[src/rtl/kbd_pkg.sv]
// Shared definitions for the PS/2 keyboard scan-code controller:
// FSM state encoding and the default prefix byte values.
package kbd_pkg;

   typedef enum logic [1:0] {
      ST_IDLE    = 2'd0,
      ST_CAPTURE = 2'd1,
      ST_POP     = 2'd2,
      ST_SETTLE  = 2'd3
   } kbd_state_e;

   localparam logic [7:0] BRK_CODE = 8'hF0;
   localparam logic [7:0] EXT_CODE = 8'hE0;

endpackage

[src/rtl/kbd_scan_ctrl.sv]
// PS/2 scan-code decoder sitting beside the keyboard receiver FIFO.
// Pulls one byte per four-cycle transaction, tracks E0/F0 prefixes and
// reports the currently held key, make/break strobes and a make counter.
module kbd_scan_ctrl #(
   parameter int unsigned COUNT_W  = 8,
   parameter logic [7:0]  BRK_CODE = kbd_pkg::BRK_CODE,
   parameter logic [7:0]  EXT_CODE = kbd_pkg::EXT_CODE
) (
   input  logic               clk,
   input  logic               clrn,
   input  logic               ready,
   input  logic [7:0]         data,
   input  logic               overflow,
   output logic               nextdata_n,
   output logic [7:0]         key_code,
   output logic               key_valid,
   output logic               key_ext,
   output logic [COUNT_W-1:0] key_count,
   output logic               make_pulse,
   output logic               break_pulse,
   output logic               ovf_seen
);
   import kbd_pkg::*;

   kbd_state_e         state_q, state_d;
   logic [7:0]         byte_q, byte_d;
   logic [7:0]         key_code_q, key_code_d;
   logic               key_valid_q, key_valid_d;
   logic               key_ext_q, key_ext_d;
   logic [COUNT_W-1:0] key_count_q, key_count_d;
   logic               make_q, make_d;
   logic               break_q, break_d;
   logic               ovf_q, ovf_d;
   logic               brk_pend_q, brk_pend_d;
   logic               ext_pend_q, ext_pend_d;
   logic               same_key;

   // The held key matches the registered byte including its extended flag.
   assign same_key = key_valid_q && (byte_q == key_code_q) && (ext_pend_q == key_ext_q);

   // Next-state, byte capture and scan-code decode; decode only fires in POP.
   always_comb begin
      state_d     = state_q;
      byte_d      = byte_q;
      key_code_d  = key_code_q;
      key_valid_d = key_valid_q;
      key_ext_d   = key_ext_q;
      key_count_d = key_count_q;
      make_d      = 1'b0;
      break_d     = 1'b0;
      ovf_d       = ovf_q | overflow;
      brk_pend_d  = brk_pend_q;
      ext_pend_d  = ext_pend_q;
      unique case (state_q)
         ST_IDLE: begin
            if (ready) state_d = ST_CAPTURE;
         end
         ST_CAPTURE: begin
            byte_d  = data;
            state_d = ST_POP;
         end
         ST_POP: begin
            state_d = ST_SETTLE;
            if (byte_q == EXT_CODE) begin
               ext_pend_d = 1'b1;
            end else if (byte_q == BRK_CODE) begin
               brk_pend_d = 1'b1;
            end else if (brk_pend_q) begin
               if (same_key) begin
                  key_valid_d = 1'b0;
                  key_ext_d   = 1'b0;
                  break_d     = 1'b1;
               end
               brk_pend_d = 1'b0;
               ext_pend_d = 1'b0;
            end else if (same_key) begin
               // Typematic repeat of the held key: swallow it silently.
               ext_pend_d = 1'b0;
            end else begin
               key_code_d  = byte_q;
               key_ext_d   = ext_pend_q;
               key_valid_d = 1'b1;
               key_count_d = key_count_q + COUNT_W'(1);
               make_d      = 1'b1;
               ext_pend_d  = 1'b0;
            end
         end
         // SETTLE ignores ready so the receiver read pointer can advance.
         ST_SETTLE: state_d = ST_IDLE;
         default:   state_d = ST_IDLE;
      endcase
   end

   // State and decode registers with asynchronous active-low clear.
   always_ff @(posedge clk or negedge clrn) begin
      if (!clrn) begin
         state_q     <= ST_IDLE;
         byte_q      <= 8'h00;
         key_code_q  <= 8'h00;
         key_valid_q <= 1'b0;
         key_ext_q   <= 1'b0;
         key_count_q <= '0;
         make_q      <= 1'b0;
         break_q     <= 1'b0;
         ovf_q       <= 1'b0;
         brk_pend_q  <= 1'b0;
         ext_pend_q  <= 1'b0;
      end else begin
         state_q     <= state_d;
         byte_q      <= byte_d;
         key_code_q  <= key_code_d;
         key_valid_q <= key_valid_d;
         key_ext_q   <= key_ext_d;
         key_count_q <= key_count_d;
         make_q      <= make_d;
         break_q     <= break_d;
         ovf_q       <= ovf_d;
         brk_pend_q  <= brk_pend_d;
         ext_pend_q  <= ext_pend_d;
      end
   end

   assign nextdata_n  = (state_q != ST_POP);
   assign key_code    = key_code_q;
   assign key_valid   = key_valid_q;
   assign key_ext     = key_ext_q;
   assign key_count   = key_count_q;
   assign make_pulse  = make_q;
   assign break_pulse = break_q;
   assign ovf_seen    = ovf_q;

endmodule

[config.mk]
export PLATFORM = sky130hd
export DESIGN_NAME = kbd_scan_ctrl
export DESIGN_NICKNAME = d
export VERILOG_FILES = /design/src/rtl/kbd_pkg.sv /design/src/rtl/kbd_scan_ctrl.sv
export SDC_FILE = /design/constraint.sdc
export NUM_CORES = 1
export LEC_CHECK = 0
export BUFFER_PORTS_ARGS = -buffer_cell sky130_fd_sc_hd__buf_2
export CAP_MARGIN = 20
export CELL_PAD_IN_SITES_DETAIL_PLACEMENT = 0
export CELL_PAD_IN_SITES_GLOBAL_PLACEMENT = 1
export CORE_MARGIN = 4
export CORE_UTILIZATION = 43
export CTS_BUF_LIST = sky130_fd_sc_hd__clkbuf_4 sky130_fd_sc_hd__clkbuf_8 sky130_fd_sc_hd__clkbuf_16
export DETAILED_ROUTE_END_ITERATION = 7
export HOLD_SLACK_MARGIN = 0.12
export PLACE_DENSITY_LB_ADDON = 0.08
export SLEW_MARGIN = 20
export SYNTH_ARGS = -nofsm -noshare
export SYNTH_HDL_FRONTEND = slang
export SYNTH_SLANG_ARGS = --single-unit
export TNS_END_PERCENT = 5
[constraint.sdc]
create_clock -name clk -period 2.5 [get_ports clk]
set_clock_uncertainty 0.1 [all_clocks]
set_input_delay 0.5 -clock clk [delete_from_list [all_inputs] [get_ports clk]]
set_output_delay 0.5 -clock clk [all_outputs]
set_load 0.02 [all_outputs]
==> impl_metrics.env, run 1 <==
export IMPL_seqPwrFrac_pct=35.5
export IMPL_drive_above_1_share_pct=42.7
export IMPL_period_needed_ns=2.17
export IMPL_yosys_area_top_type_share_pct=51.6
export IMPL_worstReg2RegStart="key_ext"
export IMPL_reg2reg_slack_ns=0.33
export IMPL_vias=1061
export IMPL_numCtsBuffers=5
export IMPL_rows=21
export IMPL_viasPerCell=5.05
export IMPL_switching_share_pct=37.8
export IMPL_cap_violations=0
export IMPL_p_leak_nw=0.916
export IMPL_post_cts_setup_buffers=0
export IMPL_max_freq_mhz=462
export IMPL_cp_cell_sequence="xnor2_1 > nand4_1 > or3_1 > ha_1 > a211oi_2 > mux2_2"
export IMPL_setup_viol=0
export IMPL_cts_tree="built"
export IMPL_grt_pass1_vias=1094
export IMPL_cp_start_kind="register"
export IMPL_crit_arrival_ns=2.24
export IMPL_area_growth_pct=23.0
export IMPL_busiest_layer="met2"
export IMPL_wl_per_cell_um=14.5
export IMPL_grt_usage_pct=14.0
export IMPL_clock_latency_ns=0.29
export IMPL_ys_top_cells_by_area="dfrtp_1, mux2_4, xnor2_1"
export IMPL_syn_area_per_cell_um2=13.2
export IMPL_power_frac_clock_pct=18.8
export IMPL_worst_pin_slew_ns=0.715
export IMPL_path_class="reg2reg"
export IMPL_ys_ff_latch=33
export IMPL_clockBufferDepth=2
export IMPL_portBuffers=33
export IMPL_globalRouteMet2Util_pct=20.8
export IMPL_cp_slowest_cell="dfrtp_1"
export IMPL_worstPathRequired_ns=2.58
export IMPL_hold_viol=0
export IMPL_whs_ns=0.164
export IMPL_routed_wl_um=3040
export IMPL_drtIter0Drc=84
export IMPL_reg2reg_to="key_ext"
export IMPL_antenna_cells=0
export IMPL_fill_cells=337
export IMPL_htreeDepth=2
export IMPL_grt_overflow=0
export IMPL_dp_cells=202
export IMPL_final_net_count=182
export IMPL_postRouteAntennaNets=0
export IMPL_grt_pass1_wl_um=5220
export IMPL_grt_met1_usage_pct=17.0
export IMPL_dieHeight_um=69.0
export IMPL_boundaryPins=34
export IMPL_core_um2=3470
export IMPL_relSlewSlack_pct=52.3
export IMPL_dieWidth_um=69.0
export IMPL_first_pass_iters=4
export IMPL_intPower_w=0.00175
export IMPL_cp_max_fo=3
export IMPL_place_gp_congestion=0.815
export IMPL_cp_end_kind="register"
export IMPL_combPwrFrac_pct=45.8
export IMPL_cts_root_buf="clkbuf_8"
export IMPL_synth_distinct_cells=32
export IMPL_yosysTopAreaCell="dfrtp_1"
export IMPL_slew_viol_final=0
export IMPL_drc=0
export IMPL_start_util_pct=46.1
export IMPL_rsz0062_at_grt="false"
export IMPL_cts_clk_slew_worst_paths_ns=0.07
export IMPL_synth_cells=121
export IMPL_synthFlopType="dfrtp_1"
export IMPL_hpwlAfterDp_um=2260
export IMPL_cp_top_family="simple AND/OR/NAND/NOR gates"
export IMPL_ys_seq_area_share_pct=51.6
export IMPL_antenna_found_initial=0
export IMPL_p_sw_w=0.00106
export IMPL_synth_edf_count=0
export IMPL_min_delay_path_class="in2async"
export IMPL_netlist_area_um2=1600
export IMPL_grt_start_max_net_pins=34
export IMPL_r2r_cells=6
export IMPL_path_buf_inv=0
export IMPL_postSynth_asyncResetShare_pct=100
export IMPL_clkSinkCount=33
export IMPL_final_cells=210
export IMPL_slowest_delay_ns=0.41
export IMPL_ir_worst_vdd_uv=710
export IMPL_die_area_um2=4760
export IMPL_power_density_nw_per_um2=1430
export IMPL_setup_tns_final_ns=0
export IMPL_period_share_pct=86.6
export IMPL_total_power_w=0.00281
export IMPL_yosys_warnings=0
export IMPL_synth_nets=140
export IMPL_status="finished, final reports clean"
export IMPL_grtUsageMet3_pct=6.40
-- cells by family (layout without fill, tap and decap cells) --
group                    after synthesis  in the layout  synth area share, %
flip-flops                            33             33                 51.6
AND/OR/NAND/NOR                       24             24                 9.77
multiplexers                          19             19                 15.2
XOR/XNOR                              16             16                 8.76
AO/OA/AOI/OAI                         14             14                 6.72
buffers and inverters                  8             51                 2.42
adder cells (fa/ha/maj)                7              7                 5.47
-- cells in the mapped netlist (2+ instances only) --
master and count:
xnor2_1 13, inv_1 5, a21oi_1 5, mux2_2 10, and3_1 2, nor3_1 2
o2111ai_1 3, nor2b_1 2, mux2_4 8, dfrtp_1 33, or3_1 2, and2_1 2
nand2_1 5, xor2_1 3, ha_1 7, nand4_1 3
-- layout make-up --
cell class / instances / area [um^2] / share of cell area, %
sequential: 33 / 826 / 42.0
clock inverter: 1 / 30.0 / 1.53
timing repair buffer: 38 / 203 / 10.3
inverter: 5 / 18.8 / 0.954
tap: 46 / 57.6 / 2.92
multi-input combinational: 80 / 743 / 37.8
clock buffer: 7 / 90.1 / 4.58
-- stage by stage --
stage                     utilization (%)  setup WS (ns)  cell area [um^2]
final                                56.7          0.334              1970
after CTS                            56.5          0.110              1960
after floorplan                         -          0.393              1600
after global placement               53.1          0.179              1840
after detailed placement             53.1          0.112              1840
after global routing                 56.7          0.156              1970
-- cells in the final DEF, fill, tap and decap left out, types with 2 or more instances in the layout --
master and n:
a21oi_1 5, and2_1 2, and3_1 2, buf_2 33, buf_4 5, clkbuf_8 6
dfrtp_1 33, ha_1 7, inv_1 5, mux2_2 10, mux2_4 8, nand2_1 5
nand4_1 3, nor2b_1 2, nor3_1 2, o2111ai_1 3, or3_1 2, xnor2_1 13
xor2_1 3
-- how the worst max path moves through the flow --
stage	from	to	slack [ns]	cells past startpoint
final	key_ext	key_ext	0.33	6
after global routing	byte_q[4]	key_code[6]	0.16	7
after CTS	byte_q[6]	key_code[6]	0.11	7
after detailed placement	byte_q[6]	key_code[6]	0.11	7
after global placement	byte_q[3]	key_code[6]	0.18	7
after floorplan	key_code[2]	key_ext	0.39	6
-- flip-flops by register name (all words and copies together), names as in the netlist --
register     cells
byte_q           8
key_code         8
key_count        8
state_q          2
break_pulse      1
brk_pend_q       1
ext_pend_q       1
key_ext          1
key_valid        1
make_pulse       1
ovf_seen         1
-- metal layers --
layer  vias to the layer above  part of all wire, %  wire, um
met5                         -                    0         0
met4                         0                  2.3        71
met3                         5                  6.6       201
met2                        27                   46      1410
met1                       511                   45      1360
li1                        518                    -         -
-- what timing repair did --
item                                    in CTS  in global routing
endpoints found under the hold margin        0                  0
endpoints found under the setup margin       0                  1
resized for setup                            0                  1
hold buffers                                 0                  0
-- power groups by stage --
stage	Sequential [W]	Combinational [W]	Clock (W)
after floorplan	0.00114	0.000771	0
after global placement	0.000989	0.00128	0
after detailed placement	0.00101	0.00130	0
after CTS	0.000997	0.00130	0.000544
after global routing	0.00103	0.00142	0.000563
final	0.000996	0.00128	0.000527
Power figures use the tool's default switching activity.
==> run 2, diff against run 1 <==
Settings changed: RECOVER_POWER set to 25.
==> impl_metrics.env, run 2 (synthesis gave the netlist of run 1 again) <==
export IMPL_drtIter0Drc=84
export IMPL_setup_viol=0
export IMPL_crit_arrival_ns=2.24
export IMPL_grt_pass1_wl_um=5220
export IMPL_rows=21
export IMPL_reg2reg_slack_ns=0.33
export IMPL_start_util_pct=46.1
export IMPL_ir_worst_vdd_uv=710
export IMPL_violations="max-capacitance violations, max-slew violations"
export IMPL_core_um2=3470
export IMPL_regArea_um2=826
export IMPL_clkSinkCount=33
export IMPL_slew_viol_final=34
export IMPL_path_class="reg2reg"
export IMPL_wl_per_cell_um=14.5
export IMPL_antenna_cells=0
export IMPL_cts_tree="built"
export IMPL_dieHeight_um=69.0
export IMPL_ctsHoldBuffers=0
export IMPL_setup_tns_final_ns=0
export IMPL_die_area_um2=4760
export IMPL_dieWidth_um=69.0
export IMPL_max_freq_mhz=462
export IMPL_htreeDepth=2
export IMPL_period_needed_ns=2.17
export IMPL_cts_root_buf="clkbuf_8"
export IMPL_layout_commonest_cell="dfrtp_1"
export IMPL_min_delay_path_class="in2reg"
export IMPL_p_leak_nw=0.913
export IMPL_cp_start_kind="register"
export IMPL_first_pass_iters=4
export IMPL_grt_overflow=0
export IMPL_viasPerCell=5.05
export IMPL_clockBufferDepth=2
export IMPL_multiInputGateArea_um2=743
export IMPL_cts_clk_slew_worst_paths_ns=0.07
export IMPL_hold_path_end="ovf_seen"
export IMPL_fill_cells=338
export IMPL_cp_max_fo=3
export IMPL_rsz0062_at_grt="false"
export IMPL_hpwlAfterDp_um=2260
export IMPL_drive_above_1_share_pct=42.1
export IMPL_grt_usage_pct=14.0
export IMPL_hold_start="overflow"
export IMPL_portBuffers=33
export IMPL_final_net_count=182
export IMPL_hold_depth=2
export IMPL_routed_wl_um=3040
export IMPL_power_density_nw_per_um2=1430
export IMPL_final_cell_mix="dfrtp_1, buf_2, xnor2_1"
export IMPL_reg2reg_to="key_ext"
export IMPL_worstPathRequired_ns=2.58
export IMPL_r2r_cells=6
export IMPL_antenna_found_initial=0
export IMPL_clock_latency_ns=0.29
export IMPL_postRouteAntennaNets=0
export IMPL_worst_pin_slew_ns=1.72
export IMPL_place_gp_congestion=0.815
export IMPL_post_place_ws_ns=0.112
export IMPL_hold_viol=0
export IMPL_numCtsBuffers=5
export IMPL_finalWorstSetupSlack_ns=0.334
export IMPL_cap_violations=1
export IMPL_cp_end_kind="register"
export IMPL_worstReg2RegStart="key_ext"
export IMPL_grt_pass1_vias=1094
export IMPL_status="finished, violations left"
export IMPL_grt_start_max_net_pins=34
export IMPL_boundaryPins=34
export IMPL_relSlewSlack_pct=-14.4
export IMPL_drc=0
export IMPL_vias=1061
export IMPL_area_growth_pct=22.9
export IMPL_period_share_pct=86.6
[run 2: worst max path at each step]
stage	cells past startpoint	endpoint	from
floorplan	6	key_ext	key_code[2]
global placement	7	key_code[6]	byte_q[3]
detailed placement	7	key_code[6]	byte_q[6]
CTS	7	key_code[6]	byte_q[6]
global route	7	key_code[6]	byte_q[4]
finish	6	key_ext	key_ext
[run 2: area by class of cell]
class | count | share of cell area, %
Inverter | 5 | 0.954
Clock buffer | 7 | 4.58
Timing Repair Buffer | 38 | 10.2
Tap cell | 46 | 2.93
Sequential cell | 33 | 42.0
Multi-Input combinational cell | 80 | 37.8
Clock inverter | 1 | 1.53
[run 2: timing repair]
| item | in CTS | in global routing |
|---|---|---|
| setup endpoints to repair | 0 | 1 |
| setup buffers | 0 | 0 |
| gates resized for setup | 0 | 1 |
[run 2: critical path, cell delays in order, from the launching register on]
cell	delay, ns
dfrtp_1	0.41
xnor2_1	0.19
nand4_1	0.12
or3_1	0.36
ha_1	0.29
a211oi_2	0.22
mux2_2	0.36
[run 2: power breakdown]
group	total [W]	switching [W]	internal, W	leakage [nW]
sequential	0.000996	0.000228	0.000768	0.401
clock	0.000527	0.000191	0.000336	0.0619
combinational	0.00128	0.000641	0.000644	0.451
total	0.00281	0.00106	0.00175	0.913
[run 2: stage by stage]
step | power [W] | util (%) | cells | hold WS, ns | cell area, um^2
after floorplan | 0.00192 | - | 121 | 0.104 | 1600
after global placement | 0.00227 | 53.1 | 202 | 0.344 | 1840
after detailed placement | 0.00231 | 53.1 | 202 | 0.348 | 1840
after CTS | 0.00285 | 56.5 | 210 | 0.188 | 1960
after global routing | 0.00301 | 56.7 | 210 | 0.302 | 1970
final | 0.00281 | 56.7 | 210 | 0.302 | 1970
[run 2: routing by layer]
| metal | share of wire (%) | GRT usage, % | up-vias |
|---|---|---|---|
| li1 | - | - | 518 |
| met1 | 45 | 17.0 | 511 |
| met2 | 46 | 20.8 | 27 |
| met3 | 6.6 | 6.40 | 5 |
| met4 | 2.3 | 7.16 | 0 |
| met5 | 0 | 0 | - |
==> run 3, diff against run 2 <==
Settings changed: CORE_ASPECT_RATIO set to 0.6, PLACE_DENSITY set to 0.84, PLACE_DENSITY_LB_ADDON 0.08 to not set.
==> impl_metrics.env, run 3 (synthesis gave the netlist of run 1 again) <==
export IMPL_drc=0
export IMPL_cp_cell_sequence="xnor2_1 > nand4_1 > or3_1 > ha_1 > a211oi_2 > mux2_2"
export IMPL_post_place_ws_ns=0.0914
export IMPL_path_class="reg2reg"
export IMPL_clockBufferDepth=2
export IMPL_final_net_count=181
export IMPL_cap_violations=1
export IMPL_die_area_um2=4790
export IMPL_routed_wl_um=3280
export IMPL_busiest_layer="met1"
export IMPL_cts_root_buf="clkbuf_8"
export IMPL_cp_top_family="simple AND/OR/NAND/NOR gates"
export IMPL_vias=1077
export IMPL_start_util_pct=47.0
export IMPL_min_delay_path_class="in2reg"
export IMPL_clkSinkCount=33
export IMPL_power_density_nw_per_um2=1400
export IMPL_final_cell_mix="dfrtp_1, buf_2, xnor2_1"
export IMPL_layout_commonest_cell="dfrtp_1"
export IMPL_dieHeight_um=55.3
export IMPL_drive_above_1_share_pct=41.4
export IMPL_cts_clk_slew_worst_paths_ns=0.06
export IMPL_antenna_found_initial=0
export IMPL_area_growth_pct=20.5
export IMPL_cp_start_kind="register"
export IMPL_cp_slowest_cell="dfrtp_1"
export IMPL_grt_pass1_wl_um=5550
export IMPL_violations="max-capacitance violations, max-slew violations"
export IMPL_p_leak_nw=0.895
export IMPL_path_buf_inv=0
export IMPL_viasPerCell=5.20
export IMPL_grt_pass1_vias=1123
export IMPL_clock_latency_ns=0.27
export IMPL_grt_met1_usage_pct=22.1
export IMPL_max_freq_mhz=432
export IMPL_worstPathRequired_ns=2.56
export IMPL_portBuffers=33
export IMPL_relSlewSlack_pct=-18.1
export IMPL_grtUsageMet3_pct=5.79
export IMPL_grt_overflow=0
export IMPL_hold_viol=0
export IMPL_postRouteAntennaNets=0
export IMPL_cp_max_fo=5
export IMPL_first_pass_iters=4
export IMPL_core_um2=3400
export IMPL_wl_per_cell_um=15.9
export IMPL_setup_tns_final_ns=0
export IMPL_numCtsBuffers=5
export IMPL_worst_pin_slew_ns=1.77
export IMPL_antenna_cells=0
export IMPL_setup_viol=0
export IMPL_boundaryPins=34
export IMPL_period_needed_ns=2.31
export IMPL_postLayoutCoreUtil_pct=56.7
export IMPL_rows=16
export IMPL_drtIter0Drc=37
export IMPL_grt_usage_pct=15.0
export IMPL_slowest_delay_ns=0.44
export IMPL_globalRouteMet2Util_pct=20.0
export IMPL_rsz0062_at_grt="false"
export IMPL_crit_arrival_ns=2.37
export IMPL_cts_tree="built"
export IMPL_cp_end_kind="register"
export IMPL_dieWidth_um=86.8
export IMPL_htreeDepth=2
export IMPL_grt_start_max_net_pins=34
export IMPL_slew_viol_final=34
export IMPL_ctsHoldBuffers=0
export IMPL_hpwlAfterDp_um=2440
export IMPL_status="finished, violations left"
export IMPL_ir_worst_vdd_uv=592
export IMPL_place_gp_congestion=0.810
export IMPL_period_share_pct=92.5
export IMPL_finalWorstSetupSlack_ns=0.187
-- run 3: cell types whose count changed in the layout (fill, tap and decap cells not counted) --
cell	previous run	this run
buf_4	5	4
bufinv_16	1	0
-- run 3: layer usage --
layer  up-vias  routed length [um]
met2        33                1400
met1       533                1640
li1        504                   -
met4         0                  36
met5         -                   0
met3         7                 204
-- run 3: worst register-to-register path, delay by kind of cell, from the launching register on --
kind,cells,cell delay [ns]
AO/OA/AOI/OAI,1,0.28
XOR/XNOR,1,0.18
adder cells (fa/ha/maj),1,0.30
flip-flops,1,0.44
multiplexers,1,0.38
AND/OR/NAND/NOR,2,0.52
-- run 3: cell type report --
cell class	instances	area, um^2
flip-flops and latches	33	826
fillers	307	1480
repair buffers	37	194
well taps	45	56.3
multi-input cells	80	743
clock buffers	7	90.1
inverters	5	18.8
-- run 3: path summary, 6_finish.rpt --
path,start,endpoint,slack [ns],depth (start not counted)
max,byte_q[5],key_ext,0.19,6
min in group asynchronous,clrn,key_ext,0.58,1
min reg2reg,ovf_seen,ovf_seen,0.36,1
min,overflow,ovf_seen,0.31,2
max in group asynchronous,clrn,state_q[0],0.68,1
max reg2reg,byte_q[5],key_ext,0.19,6
-- run 3: repair_timing --
item	4_1_cts	5_1_grt
buffers inserted	0	0
endpoints found under the setup margin	0	9
resized for setup	0	1
-- run 3: power breakdown --
group / switching [W] / internal [W] / leakage, nW / total (W)
Clock: 0.000177 / 0.000229 / 0.0477 / 0.000406
Sequential: 0.000244 / 0.000768 / 0.401 / 0.00101
Combinational: 0.000651 / 0.000635 / 0.446 / 0.00129
Total: 0.00107 / 0.00163 / 0.895 / 0.00270
-- run 3: per-stage QoR --
step           hold WS (ns)  area [um^2]  instances  total power, W
2_1_floorplan         0.104         1600        121         0.00192
3_3_place_gp          0.348         1830        200         0.00225
3_5_place_dp          0.350         1830        200         0.00230
4_1_cts               0.210         1920        207         0.00272
5_1_grt               0.313         1930        207         0.00290
6_report              0.313         1930        207         0.00270
